File: src/rtl/iq_pair_fifo_pkg.sv
// ============================================================================
// Module   : iq_pair_fifo_pkg
// Brief    : Shared types for the I/Q pair packing stage.
// Revision : 1.0 - initial release
// ============================================================================
`default_nettype none

package iq_pair_fifo_pkg;

  typedef enum logic [0:0] {
    EXP_Q = 1'b0,
    EXP_I = 1'b1
  } pair_state_t;

endpackage

`default_nettype wire

File: src/rtl/sync_fifo.sv
// ============================================================================
// Module   : sync_fifo
// Brief    : First-word-fall-through FIFO, 2^PSZ entries, with occupancy level.
// Revision : 1.0 - initial release
// ============================================================================
`default_nettype none

module sync_fifo #(
  parameter int WIDTH = 32,
  parameter int PSZ   = 4
) (
  input  logic             clk,
  input  logic             reset_n,
  input  logic             push,
  input  logic [WIDTH-1:0] push_data,
  input  logic             pop,
  output logic [WIDTH-1:0] pop_data,
  output logic [PSZ:0]     level,
  output logic             full,
  output logic             empty
);

  localparam int DEPTH = 1 << PSZ;

  logic [WIDTH-1:0] r_mem [DEPTH];
  logic [PSZ:0]     r_wr_ptr;
  logic [PSZ:0]     r_rd_ptr;
  logic             w_pop;
  logic             w_push;

  assign empty    = (r_wr_ptr == r_rd_ptr);
  // Same slot index with differing wrap bits means the writer lapped the reader.
  assign full     = (r_wr_ptr[PSZ] != r_rd_ptr[PSZ]) &&
                    (r_wr_ptr[PSZ-1:0] == r_rd_ptr[PSZ-1:0]);
  assign level    = r_wr_ptr - r_rd_ptr;
  assign pop_data = r_mem[r_rd_ptr[PSZ-1:0]];

  assign w_pop  = pop && !empty;
  assign w_push = push && (!full || w_pop);

  always_ff @(posedge clk or negedge reset_n) begin
    if (!reset_n) begin
      r_wr_ptr <= '0;
      r_rd_ptr <= '0;
    end else begin
      if (w_push) r_wr_ptr <= r_wr_ptr + 1'b1;
      if (w_pop)  r_rd_ptr <= r_rd_ptr + 1'b1;
    end
  end

  always_ff @(posedge clk) begin
    if (w_push) r_mem[r_wr_ptr[PSZ-1:0]] <= push_data;
  end

endmodule

`default_nettype wire

File: src/rtl/iq_pair_fifo.sv
// ============================================================================
// Module   : iq_pair_fifo
// Brief    : Packs interleaved Q/I decimator samples into {I,Q} words, buffers
//            them in a FWFT FIFO and counts overflow / pairing errors.
// Revision : 1.0 - initial release
// ============================================================================
`default_nettype none

module iq_pair_fifo
  import iq_pair_fifo_pkg::*;
#(
  parameter int DSZ = 16,
  parameter int PSZ = 4
) (
  input  logic                  clk,
  input  logic                  reset_n,
  input  logic                  clear_stats,
  input  logic                  in_valid,
  input  logic signed [DSZ-1:0] in,
  output logic                  out_valid,
  input  logic                  out_ready,
  output logic [2*DSZ-1:0]      out,
  output logic [PSZ:0]          level,
  output logic [15:0]           ovf_count,
  output logic [7:0]            sync_err_count
);

  pair_state_t        r_state;
  logic [DSZ-1:0]     r_q_hold;
  logic [15:0]        r_ovf_count;
  logic [7:0]         r_sync_err_count;
  logic               w_push;
  logic               w_sync_err;
  logic               w_drop;
  logic               w_full;
  logic               w_empty;
  logic [2*DSZ-1:0]   w_word;

  assign w_push     = (r_state == EXP_I) && in_valid;
  assign w_sync_err = (r_state == EXP_I) && !in_valid;
  assign w_word     = {in, r_q_hold};
  // A full FIFO still takes the word when the consumer frees a slot this cycle.
  assign w_drop     = w_push && w_full && !(out_ready && !w_empty);

  always_ff @(posedge clk or negedge reset_n) begin
    if (!reset_n) begin
      r_state  <= EXP_Q;
      r_q_hold <= '0;
    end else begin
      case (r_state)
        EXP_Q: begin
          if (in_valid) begin
            r_q_hold <= in;
            r_state  <= EXP_I;
          end
        end
        EXP_I:   r_state <= EXP_Q;
        default: r_state <= EXP_Q;
      endcase
    end
  end

  always_ff @(posedge clk or negedge reset_n) begin
    if (!reset_n) begin
      r_ovf_count      <= '0;
      r_sync_err_count <= '0;
    end else if (clear_stats) begin
      r_ovf_count      <= '0;
      r_sync_err_count <= '0;
    end else begin
      if (w_drop && (r_ovf_count != 16'hFFFF))
        r_ovf_count <= r_ovf_count + 16'd1;
      if (w_sync_err && (r_sync_err_count != 8'hFF))
        r_sync_err_count <= r_sync_err_count + 8'd1;
    end
  end

  sync_fifo #(
    .WIDTH (2*DSZ),
    .PSZ   (PSZ)
  ) u_fifo (
    .clk       (clk),
    .reset_n   (reset_n),
    .push      (w_push),
    .push_data (w_word),
    .pop       (out_ready),
    .pop_data  (out),
    .level     (level),
    .full      (w_full),
    .empty     (w_empty)
  );

  assign out_valid      = !w_empty;
  assign ovf_count      = r_ovf_count;
  assign sync_err_count = r_sync_err_count;

endmodule

`default_nettype wire

File: config.mk
export PLATFORM = sky130hd
export DESIGN_NAME = iq_pair_fifo
export DESIGN_NICKNAME = d
export VERILOG_FILES = /design/src/rtl/iq_pair_fifo_pkg.sv /design/src/rtl/sync_fifo.sv /design/src/rtl/iq_pair_fifo.sv
export SDC_FILE = /design/constraint.sdc
export NUM_CORES = 1
export LEC_CHECK = 0
export CAP_MARGIN = 10
export CORE_MARGIN = 2
export CORE_UTILIZATION = 60
export DETAILED_ROUTE_END_ITERATION = 7
export PLACE_DENSITY = 0.75
export SYNTH_ARGS = -nofsm -noshare
export SYNTH_HDL_FRONTEND = slang
export SYNTH_SLANG_ARGS = --single-unit
File: constraint.sdc
create_clock -name clk -period 5.5 [get_ports clk]
set_input_delay 1.65 -clock clk [delete_from_list [all_inputs] [get_ports clk]]
set_output_delay 1.65 -clock clk [all_outputs]
set_load 0.01 [all_outputs]
# After elaboration in Yosys (flattened, before gate mapping)
# Memories as Yosys holds them, arrays and structs flattened.
# Index checks and enable logic that the tools add are counted.
# totals
register_bits,51
mem_bits_rw,512
inputBits,21
output_inout_bits,62
wordCells,43
n_memories,1
# memory_table
name,words,width,read_ports,rd_ports_with_merged_regs,write_ports,line,source
u_fifo.r_mem,16,32,1,0,1,sync_fifo.sv:25,logic [WIDTH-1:0] r_mem [DEPTH];
# classes
add_sub_neg,5
n_eq_ne,5
muxes,8
bitwise_logic,1
n_reduce_logical,17
# ops
cell,count
$mux W16,2
$add A16 B1 Y16 const B,1
$mux W8,2
$ne A16 B16 Y1 const B,1
$add A5 B1 Y5 const B,2
$logic_and A1 B1 Y1,9
$add A8 B1 Y8 const B,1
$ne A8 B8 Y1 const B,1
$eq A5 B5 Y1,1
$sub A5 B5 Y5,1
$eq A4 B4 Y1,1
$logic_not A1 Y1,4
$reduce_bool A2 Y1,2
$mux W1,3
$pmux W1 S2,1
$reduce_and A2 Y1,1
$logic_or A1 B1 Y1,1
$ne A1 B1 Y1,1
$not A1 Y1,1

# Longest topological paths before layout
# logic_depth
ltp_word,8
depth_mapped,10
mapped_depth_nobuf,7

# Modules after synthesis
# A second synthesis with hierarchy kept.
# hier_totals
hier_cells,1115
area_unflattened_um2,22278.9
# modules_own_cells
module,instances,cells_each,area_each_um2,seq_area_each_um2
sync_fifo,1,935,20298.2,15625.0
iq_pair_fifo,1,180,1980.6,1026.0

# Worst setup path before layout
# OpenSTA, ideal clock, no wires.
# synth_path
kind,input to register
startpoint,input out_ready
endpoint,memory u_fifo.r_mem[3][0] (enable)
setup_time_ns,0.461
t_arrival_ns,4.301
t_required_ns,5.039
path_slack_ns,0.738
cell_stages,4
n_path_buf,1
cell_sequence,o311a_1 -> buf_2 -> nand2_1 -> nor3_1
# synth_between
elab_chain_cells,5
# synth_lines
item,line,source
start: declaration,iq_pair_fifo.sv:21,"input logic out_ready,"
$logic_and A1 B1 Y1,sync_fifo.sv:38,assign w_pop = pop && !empty;
$logic_or A1 B1 Y1,sync_fifo.sv:39,assign w_push = push && (!full || w_pop);
$logic_and A1 B1 Y1,sync_fifo.sv:39,
$mux W1,sync_fifo.sv:52,if (w_push) r_mem[r_wr_ptr[PSZ-1:0]] <= push_data;
$mux W1 (not written as such),sync_fifo.sv:52,
end: declaration,sync_fifo.sv:25,
# No other way between the ends.

# Final worst setup path
# layout_path
startpoint,register u_fifo.r_rd_ptr[1]
endpoint,output out[3]
# layout_between
elab_chain_cells,1
# layout_lines
item,line,source
start: declaration,sync_fifo.sv:27,logic [PSZ:0] r_rd_ptr;
start signal: assignment,sync_fifo.sv:47,if (w_pop) r_rd_ptr <= r_rd_ptr + 1'b1;
$mem_v2 Z16 W32,--,
end: declaration,iq_pair_fifo.sv:22,"output logic [2*DSZ-1:0] out,"
# No other way between the ends.

==> results.cfg <==
[clocking]
cts_buffers = 53
clockRootBuffer = clkbuf_16
clock-sinks = 563
cts_resized = 0
ctsHoldBuffers = 0
cts_tree = done
cts_setup_buffers = 0
htreeDepth = 2
worstSkewPairLatency_ns = 0.57
path_clk_slew_ns = 0.06
clk_path_buf_depth = 3

[floorplanning]
core-area_um2 = 35700
initial_utilization_pct = 61.1
fp.dieH_um = 195
pin_count = 83
placementRows = 69
die_area_um2 = 37900
die_x_um = 195

[sta]
final.setup_skew_ns = 0.0104
slew_viol_final = 0
period_share_pct = 91.2
setup_ws_ns = 0.484
slew_headroom_pct = 36.6
final-setup-viol-count = 0
worstMarginPinSlew_ns = 0.950
hold_viol = 0
timing.fmax_ghz = 0.199
finalSetupTns_ns = 0
finalCriticalPeriod_ns = 5.02
rsz0062_at_grt = false

[finish]
drive_gt1_share_pct = 27.9
antenna_cells = 0
fillCellCount = 2102
multi_input_area_um2 = 5010
nets = 1117
area_growth_pct = 15.6
regArea_um2 = 16700

[setup_path]
arrival_ns = 3.37
path_max_fanout = 52
endpoint_kind = output pin
crit_top_cell = mux4_2
slowest_stage = dfrtp_4
worstPathCellList = buf_4 > mux4_2 > mux4_2 > clkdlybuf4s50_1
slowest_delay_ns = 0.95
start_kind = flop
path_buf_inv = 2
path_class = flop to output pin
crit_required_ns = 3.85
crit_family = flip-flops
crit_cells = 4
worstRegToRegCells = 7

[place]
place_ws_ns = 1.02
dpl.hpwl_um = 24700
port_buffers = 82
gp_congestion = 0.813

[route]
drc_errors = 0
routed_wl_um = 46700
avgViaCountPerCell = 6.50
initialDrtViolationCount = 979
drtPass1Iterations = 7
vias = 10300
ant_nets = 0
wl_per_cell_um = 29.4

[yosys]
async_flop_share_pct = 9.06
yosys_warnings = 0
yosysUniqueCellTypes = 42
synth_edf_count = 512
yosys-top-cells-area = edfxtp_1, mux4_2, dfrtp_1, mux2_2, xnor2_1
synthTopCellsByCount = edfxtp_1, mux4_2, dfrtp_1
synth.avg_cell_area_um2 = 22.7
synthCells = 961
synth_seq_cells = 563
yosysMostFrequentCell = edfxtp_1
yosysTopAreaCell = edfxtp_1
synth_top_area_share_pct = 70.5
synth_nets = 994
synth_flop_cell = edfxtp_1
syn_area_um2 = 21800
ys_seq_area_share_pct = 76.4

[global_route]
grt_pass1_vias = 10800
grt_max_degree = 53
grt_pass1_wl_um = 69900
gr-total-overflow = 0
grtUsageTotal_pct = 25.5
antenna_found_initial = 0

[pwr]
powerDensity_nw_per_um2 = 485
p_total_mw = 12.2
irDropWorstVdd_uv = 478
power.leakage_nw = 8.10

[hold_path]
whs_path_depth = 1
min_path_type = flop to flop

[flow_run]
drv_cap = 0

[status]
status = finished clean
power breakdown:
part	internal (mW)	total (mW)	switching (mW)
combinational	1.91	3.37	1.45
clock	2.08	3.60	1.53
sequential	4.92	5.25	0.329
placed cells by master (no fill, tap or decap), drive strengths merged, types with 2 or more instances in the layout:
master,count
edfxtp,512
mux4,160
clkdlybuf4s50,81
clkbuf,69
dfrtp,51
buf,33
nor2,32
mux2,17
clkinv,17
xnor2,16
nand2,15
nand4,14
inv,14
xor2,12
ha,11
nor3,10
o21ai,6
a21oi,5
nor2b,5
o211ai,5
clkinvlp,5
bufinv,5
nand3,4
nand2b,3
mux2i,3
and3,3
or3,3
and4,2
a21o,2
and2,2
nor4,2
o2111ai,2
worst paths after layout:
check | startpoint | endpoint | slack [ns]
setup / recovery | u_fifo.r_rd_ptr[1]$_DFFE_PN0P_ | out[3] | 0.48
hold / removal | u_fifo.r_wr_ptr[4]$_DFFE_PN0P_ | u_fifo.r_wr_ptr[4]$_DFFE_PN0P_ | 0.49
setup reg to reg | u_fifo.r_rd_ptr[3]$_DFFE_PN0P_ | u_fifo.r_mem[7][22]$_DFFE_PP_ | 1.71
hold reg to reg | u_fifo.r_wr_ptr[4]$_DFFE_PN0P_ | u_fifo.r_wr_ptr[4]$_DFFE_PN0P_ | 0.49
max in group asynchronous | reset_n | u_fifo.r_rd_ptr[0]$_DFFE_PN0P_ | 3.61
min in group asynchronous | reset_n | sync_err_count[6]$_DFFE_PN0P_ | 1.04
cell families (layout without fill, tap and decap cells):
family | after synthesis | count (layout) | synth area share [%]
AO/OA/AOI/OAI | 23 | 23 | 0.746
XOR/XNOR | 28 | 28 | 1.13
AND/OR/NAND/NOR | 97 | 97 | 2.33
multiplexers | 180 | 180 | 17.6
buffers and inverters | 58 | 224 | 1.12
flip-flops | 563 | 563 | 76.4
adder cells (fa/ha/maj) | 12 | 12 | 0.723
layer usage:
layer,share of wire [%],global-route usage [%]
met1,39,36.2
met2,51,42.5
met3,7.4,3.97
met4,2.3,6.87
met5,0,0
metrics by stage:
step,cells,area (um2),util (%),hold slack [ns]
finish,1588,25200,70.7,0.488
global placement,1490,23500,65.8,0.477
floorplan,961,21800,-,0.462
detailed placement,1490,23500,65.8,0.483
global route,1588,25200,70.7,0.520
CTS,1588,25200,70.7,0.496
registers in the layout (all words and copies together) (netlist names):
register         flops
r_state              1
ovf_count           16
u_fifo.r_wr_ptr      5
u_fifo.r_mem       512
r_q_hold            16
sync_err_count       8
u_fifo.r_rd_ptr      5
cell type report:
type	count	area share (%)
multi-input cells	340	19.9
flip-flops and latches	563	66.1
inverters	12	0.179
repair buffers	114	4.69
clock inverters	29	1.13
clock buffers	69	5.70
well taps	461	2.29
worst reg2reg max path, cell delays in order (launching register included):
cell and delay, ns:
dfrtp_1 0.42, inv_2 0.71, ha_1 0.42, nand4_1 0.22
o311a_1 0.38, nand2_1 0.34, nor2_4 0.68, buf_12 0.30
No activity file was read; power rests on OpenSTA's default activity.
